--- src/rtl/video_stream_sink.sv ---
// Video timing generator that drains a 4-pixel-per-beat stream through a 2-entry FIFO
// and emits registered RGB, data-enable and sync outputs.
module video_stream_sink #(
  parameter int H_FRONT  = 88,
  parameter int H_SYNC   = 44,
  parameter int H_BACK   = 148,
  parameter int V_FRONT  = 4,
  parameter int V_SYNC   = 5,
  parameter int V_BACK   = 36,
  parameter bit SYNC_POL = 1'b1
) (
  input  logic        clock,
  input  logic        reset,
  input  logic [15:0] video_width,
  input  logic [15:0] video_height,
  output logic        start_frame,
  output logic        ready,
  input  logic        valid,
  input  logic [63:0] bits_0,
  input  logic [63:0] bits_1,
  input  logic [63:0] bits_2,
  input  logic [63:0] bits_3,
  output logic [23:0] pixel_data,
  output logic        de,
  output logic        hsync,
  output logic        vsync,
  output logic        underflow
);

  typedef enum logic {S_INIT, S_RUN} state_t;
  typedef logic [3:0][23:0] beat_t;

  state_t           state_q, state_d;
  logic [15:0]      h_q, h_d, v_q, v_d;
  logic [1:0][95:0] mem_q, mem_d;
  logic             rd_q, rd_d, wr_q, wr_d;
  logic [1:0]       cnt_q, cnt_d;
  logic             grp_uf_q, grp_uf_d, uf_q, uf_d;
  logic             sf_q, sf_d, de_q, de_d, hs_q, hs_d, vs_q, vs_d;
  logic [23:0]      pix_q, pix_d;

  // Totals are kept 17 bits wide so large widths plus porches never wrap.
  logic [16:0] h17, v17, hs_lo, hs_hi, h_last, vs_lo, vs_hi, v_last;
  assign h17    = {1'b0, h_q};
  assign v17    = {1'b0, v_q};
  assign hs_lo  = {1'b0, video_width} + 17'(H_FRONT);
  assign hs_hi  = hs_lo + 17'(H_SYNC);
  assign h_last = hs_hi + 17'(H_BACK) - 17'd1;
  assign vs_lo  = {1'b0, video_height} + 17'(V_FRONT);
  assign vs_hi  = vs_lo + 17'(V_SYNC);
  assign v_last = vs_hi + 17'(V_BACK) - 17'd1;

  logic  run, active, empty, grp_start, uf_now, push, pop;
  beat_t head;

  assign run       = (state_q == S_RUN);
  assign active    = run && (h_q < video_width) && (v_q < video_height);
  assign empty     = (cnt_q == 2'd0);
  assign grp_start = active && (h_q[1:0] == 2'd0);
  // A group that started on an empty FIFO stays black for all four pixels.
  assign uf_now    = active && (grp_start ? empty : grp_uf_q);
  assign pop       = active && (h_q[1:0] == 2'd3) && !uf_now && !empty;
  assign ready     = run && (cnt_q != 2'd2);
  assign push      = valid && ready;
  assign head      = beat_t'(mem_q[rd_q]);

  logic unused_hi_bits;
  assign unused_hi_bits = ^{bits_0[63:24], bits_1[63:24], bits_2[63:24], bits_3[63:24]};

  always_comb begin
    state_d = state_q;
    h_d     = h_q;
    v_d     = v_q;
    if (!run) begin
      state_d = S_RUN;
      h_d     = 16'd0;
      v_d     = video_height;
    end else if (h17 == h_last) begin
      h_d = 16'd0;
      v_d = (v17 == v_last) ? 16'd0 : v_q + 16'd1;
    end else begin
      h_d = h_q + 16'd1;
    end
  end

  always_comb begin
    mem_d = mem_q;
    rd_d  = rd_q;
    wr_d  = wr_q;
    cnt_d = cnt_q;
    // The start_frame cycle drops everything, including a beat handshaked right then.
    if (sf_q) begin
      rd_d  = 1'b0;
      wr_d  = 1'b0;
      cnt_d = 2'd0;
    end else begin
      if (push) begin
        mem_d[wr_q] = {bits_3[23:0], bits_2[23:0], bits_1[23:0], bits_0[23:0]};
        wr_d        = ~wr_q;
      end
      if (pop) rd_d = ~rd_q;
      cnt_d = cnt_q + {1'b0, push} - {1'b0, pop};
    end
  end

  always_comb begin
    grp_uf_d = grp_start ? empty : grp_uf_q;
    uf_d     = uf_q | uf_now;
    sf_d     = run && (h_q == 16'd0) && (v_q == video_height);
    de_d     = active;
    pix_d    = (active && !uf_now) ? head[h_q[1:0]] : 24'h000000;
    hs_d     = (h17 >= hs_lo && h17 < hs_hi) ? SYNC_POL : ~SYNC_POL;
    vs_d     = (v17 >= vs_lo && v17 < vs_hi) ? SYNC_POL : ~SYNC_POL;
  end

  always_ff @(posedge clock or posedge reset) begin
    if (reset) begin
      state_q  <= S_INIT;
      h_q      <= '0;
      v_q      <= '0;
      mem_q    <= '0;
      rd_q     <= 1'b0;
      wr_q     <= 1'b0;
      cnt_q    <= '0;
      grp_uf_q <= 1'b0;
      uf_q     <= 1'b0;
      sf_q     <= 1'b0;
      de_q     <= 1'b0;
      pix_q    <= '0;
      hs_q     <= ~SYNC_POL;
      vs_q     <= ~SYNC_POL;
    end else begin
      state_q  <= state_d;
      h_q      <= h_d;
      v_q      <= v_d;
      mem_q    <= mem_d;
      rd_q     <= rd_d;
      wr_q     <= wr_d;
      cnt_q    <= cnt_d;
      grp_uf_q <= grp_uf_d;
      uf_q     <= uf_d;
      sf_q     <= sf_d;
      de_q     <= de_d;
      pix_q    <= pix_d;
      hs_q     <= hs_d;
      vs_q     <= vs_d;
    end
  end

  assign start_frame = sf_q;
  assign pixel_data  = pix_q;
  assign de          = de_q;
  assign hsync       = hs_q;
  assign vsync       = vs_q;
  assign underflow   = uf_q;

endmodule

--- config.mk ---
export PLATFORM = sky130hd
export DESIGN_NAME = video_stream_sink
export DESIGN_NICKNAME = d
export VERILOG_FILES = /design/src/rtl/video_stream_sink.sv
export SDC_FILE = /design/constraint.sdc
export NUM_CORES = 1
export LEC_CHECK = 0
export CAP_MARGIN = 20
export CORE_ASPECT_RATIO = 1.25
export CORE_UTILIZATION = 45
export CTS_BUF_LIST = sky130_fd_sc_hd__clkbuf_4 sky130_fd_sc_hd__clkbuf_8
export DETAILED_ROUTE_END_ITERATION = 8
export GPL_TIMING_DRIVEN = 0
export PLACE_DENSITY = 0.72
export SYNTH_ARGS = -nofsm -noshare
export SYNTH_HDL_FRONTEND = slang
export SYNTH_SLANG_ARGS = --single-unit
--- constraint.sdc ---
create_clock -name clock -period 11.04 [get_ports clock]
set_input_delay 1.104 -clock clock [delete_from_list [all_inputs] [get_ports clock]]
set_output_delay 1.104 -clock clock [all_outputs]
set_load 0.005 [all_outputs]
==> results.py <==
metrics = {
    "drt": {
        "wl_um": 43900,
        "first_pass_iters": 5,
        "drc": 0,
        "drt-vias-per-instance": 5.71,
        "final_antenna_net_count": 0,
        "drt_iter0_drc": 532,
        "avgRoutedWirePerCell_um": 20.2,
        "via_count": 12400,
    },
    "worst_setup_path": {
        "cp.required_ps": 11510,
        "worstPathCellList": "clkdlybuf4s50_1 -> inv_1 -> ha_1 -> and2b_1 -> nor2_1 -> xnor2_1 -> inv_1 -> a221oi_1 -> o21ai_1 -> xnor2_1 -> a211o_1 -> a2111oi_0 -> nor4b_2 -> buf_4 -> nor2b_4 -> buf_6 -> nand3_1 -> a31oi_1",
        "path_class": "in -> reg",
        "r2r_slack_ps": 5230,
        "end_kind": "flop",
        "start_kind": "input port",
        "r2r-start": "h_q[0]",
        "crit_arrival_ps": 6550,
        "r2r_cells": 17,
        "cp_max_fo": 11,
        "cp_slowest_cell": "clkdlybuf4s50_1",
        "r2r-end": "v_q[11]",
        "cpPeakStageDelay_ps": 770,
    },
    "timing": {
        "slew_viol_final": 0,
        "fin_skew_ps": 16.8,
        "hold_viol_final": 0,
        "finalSetupViolCount": 0,
        "period_needed_ps": 6080,
        "clock.fmax_mhz": 165,
        "slew_headroom_pct": 32.4,
        "rsz0062_at_grt": "false",
        "worstMarginPinSlew_ps": 1010,
        "setup_tns_ps": 0,
        "min_period_over_period_pct": 55.0,
        "setup_slack_ps": 4960,
    },
    "hold_path": {
        "whs_path_depth": 1,
        "hp-class": "reg -> reg",
        "worstHoldEndpoint": "underflow",
        "min_from": "underflow",
    },
    "logic_synthesis": {
        "mappedNetlistArea_um2": 16400,
        "synth_commonest_cells": "dfrtp_1 (259), mux2_2 (194), ha_1 (105)",
        "netlist_instances": 1469,
        "ys_ff_latch": 259,
        "synth.distinct_cells": 89,
        "synth_compound_area_share_pct": 11.3,
        "synth_top_family_by_area": "multiplexers",
        "synthAdderAreaFrac_pct": 8.03,
        "yosysTopAreaCell": "dfrtp_1",
        "synthDominantCellAreaShare_pct": 39.6,
        "synthMuxAreaShare_pct": 20.1,
        "synth_area_leaders": "dfrtp_1 (40%), mux2_2 (13%), ha_1 (8.0%)",
        "synthArstFlopShare_pct": 100,
        "ys.flop_type": "dfrtp_1",
        "synth_edf_count": 0,
        "postSynthNetCount": 1865,
        "synth-xor-area-share_pct": 5.88,
        "syn_avg_cell_area_um2": 11.1,
        "yosys_warnings": 0,
        "ys_seq_area_share_pct": 39.6,
        "synthSimpleGateAreaFrac_pct": 11.7,
        "synth.most_common_cell": "dfrtp_1",
    },
    "grt": {
        "grt_pass1_vias": 13000,
        "overflow": 0,
        "grt_pass1_wl_um": 70800,
        "antenna_found_initial": 5,
        "grt_max_degree": 133,
        "grt_usage_pct": 24.2,
    },
    "power": {
        "p_leak_nw": 8.34,
        "power_density_nw_per_um2": 195,
        "peakVddDrop_v": 0.000146,
    },
    "placed_design": {
        "io_buffers": 153,
        "gp_congestion": 0.924,
        "hpwl_um": 33400,
        "pre_cts_slack_ps": 4500,
        "placedInstanceArea_um2": 18500,
        "place_inst": 2097,
    },
    "final_layout": {
        "final_area_um2": 19400,
        "nNetsFinal": 2064,
        "area_growth_pct": 18.6,
        "drive_gt1_share_pct": 21.5,
        "utilization_pct": 54.6,
        "layout.cells.non_filler": 2168,
    },
    "clock_network": {
        "cts.clk_slew.worst_paths_ps": 60,
        "cts-resized-gates": 0,
        "clk_latency_ps": 560,
        "cts_setup_buffers": 0,
        "cts-buffers-inserted": 43,
        "tritoncts": "built",
        "h-tree-depth": 2,
        "cts_root_buf": "clkbuf_8",
        "cts_hold_buf": 0,
        "clockBufferDepth": 3,
        "cts_sinks": 259,
    },
    "floorplanning": {
        "core_area_um2": 35600,
        "dieArea_um2": 37100,
        "rows": 77,
        "die_h_um": 215,
        "top_level_ports": 321,
        "die_x_um": 173,
        "initial_core_util_pct": 46.0,
    },
    "status": {
        "outcome": "finished, final reports clean",
    },
    "flow_run": {
        "maxCapViolations": 0,
    },
}
-- critical path, delay by kind of cell --
kind	cells	cell delay (ps)
AOI/OAI and AO/OA	5	1650
buffers and inverters	5	1500
and+or+nand+nor	5	1280
xor gates and xnor gates	2	730
adders and majority gates	1	280
-- state kept, by name (all words and copies together), names as in the netlist --
signal	cells
grp_uf_q	1
wr_q	1
de	1
vsync	1
cnt_q	2
underflow	1
mem_q	192
run	1
hsync	1
h_q	16
v_q	16
rd_q	1
pixel_data	24
start_frame	1
-- per-stage QoR --
| step | hold WS [ps] | power, mW |
|---|---|---|
| 6_report | 472 | 3.79 |
| 5_1_grt | 505 | 4.02 |
| 4_1_cts | 476 | 3.83 |
| 3_5_place_dp | 460 | 2.94 |
| 3_3_place_gp | 463 | 2.87 |
| 2_1_floorplan | 451 | 2.47 |
-- layer usage --
layer	share of wire, %	vias to the layer above	track usage [%]
met5	0.089	-	0
li1	-	5798	-
met2	50	342	42.6
met3	7.1	78	6.76
met1	40	6165	28.5
met4	2.5	6	7.17
-- power by group --
group,switching [mW],leakage (nW),internal [mW]
combinational,0.581,4.75,0.770
sequential,0.211,3.13,1.36
clock,0.381,0.454,0.491
total,1.17,8.34,2.62
-- worst max path at each step --
stage	start	to	slack [ps]	cells past startpoint
floorplan	reset	cnt_q[0]	2810	1
detailed placement	video_width[3]	v_q[11]	4500	17
global route	video_width[3]	v_q[12]	4580	18
global placement	reset	mem_q[15]	-130	2
finish	video_width[3]	v_q[11]	4960	18
CTS	video_width[3]	v_q[11]	5080	17
-- final cells by class --
class	count	area, µm²
fillers	3042	16100
multi-input cells	1072	9330
flip-flops and latches	259	6480
repair buffers	154	1560
clock buffers	62	810
well taps	474	593
plain buffers	68	290
inverters	70	270
clock inverters	7	67.6
diodes	2	5.00
-- cell families (layout without fill, tap and decap cells) --
logic type,Yosys count,after routing
other,1,3
buffers and inverters,138,361
adder cells (fa/ha/maj),105,105
AO/OA/AOI/OAI,265,265
flip-flops,259,259
XOR/XNOR,91,91
multiplexers,244,244
AND/OR/NAND/NOR,366,366
-- cells in the final DEF (no fill, tap or decap), types with 12 or more instances in the layout --
cell               n
nand2b_1          15
a21oi_1           58
nor3_1            20
nand3_1           30
dfrtp_1          259
clkbuf_8          55
o21a_1            25
a21o_1            21
nand2_1          100
nand4_1           12
xnor2_1           59
o21ai_0           44
and3_1            22
a31oi_1           18
xor2_1            17
inv_1             67
mux2_2           194
o211ai_1          12
mux4_2            48
clkbuf_1          42
nand3b_1          15
ha_1             105
nor4_1            16
clkdlybuf4s50_1  153
nor2_1            76
Note: power is estimated with default switching activity, not from simulation.
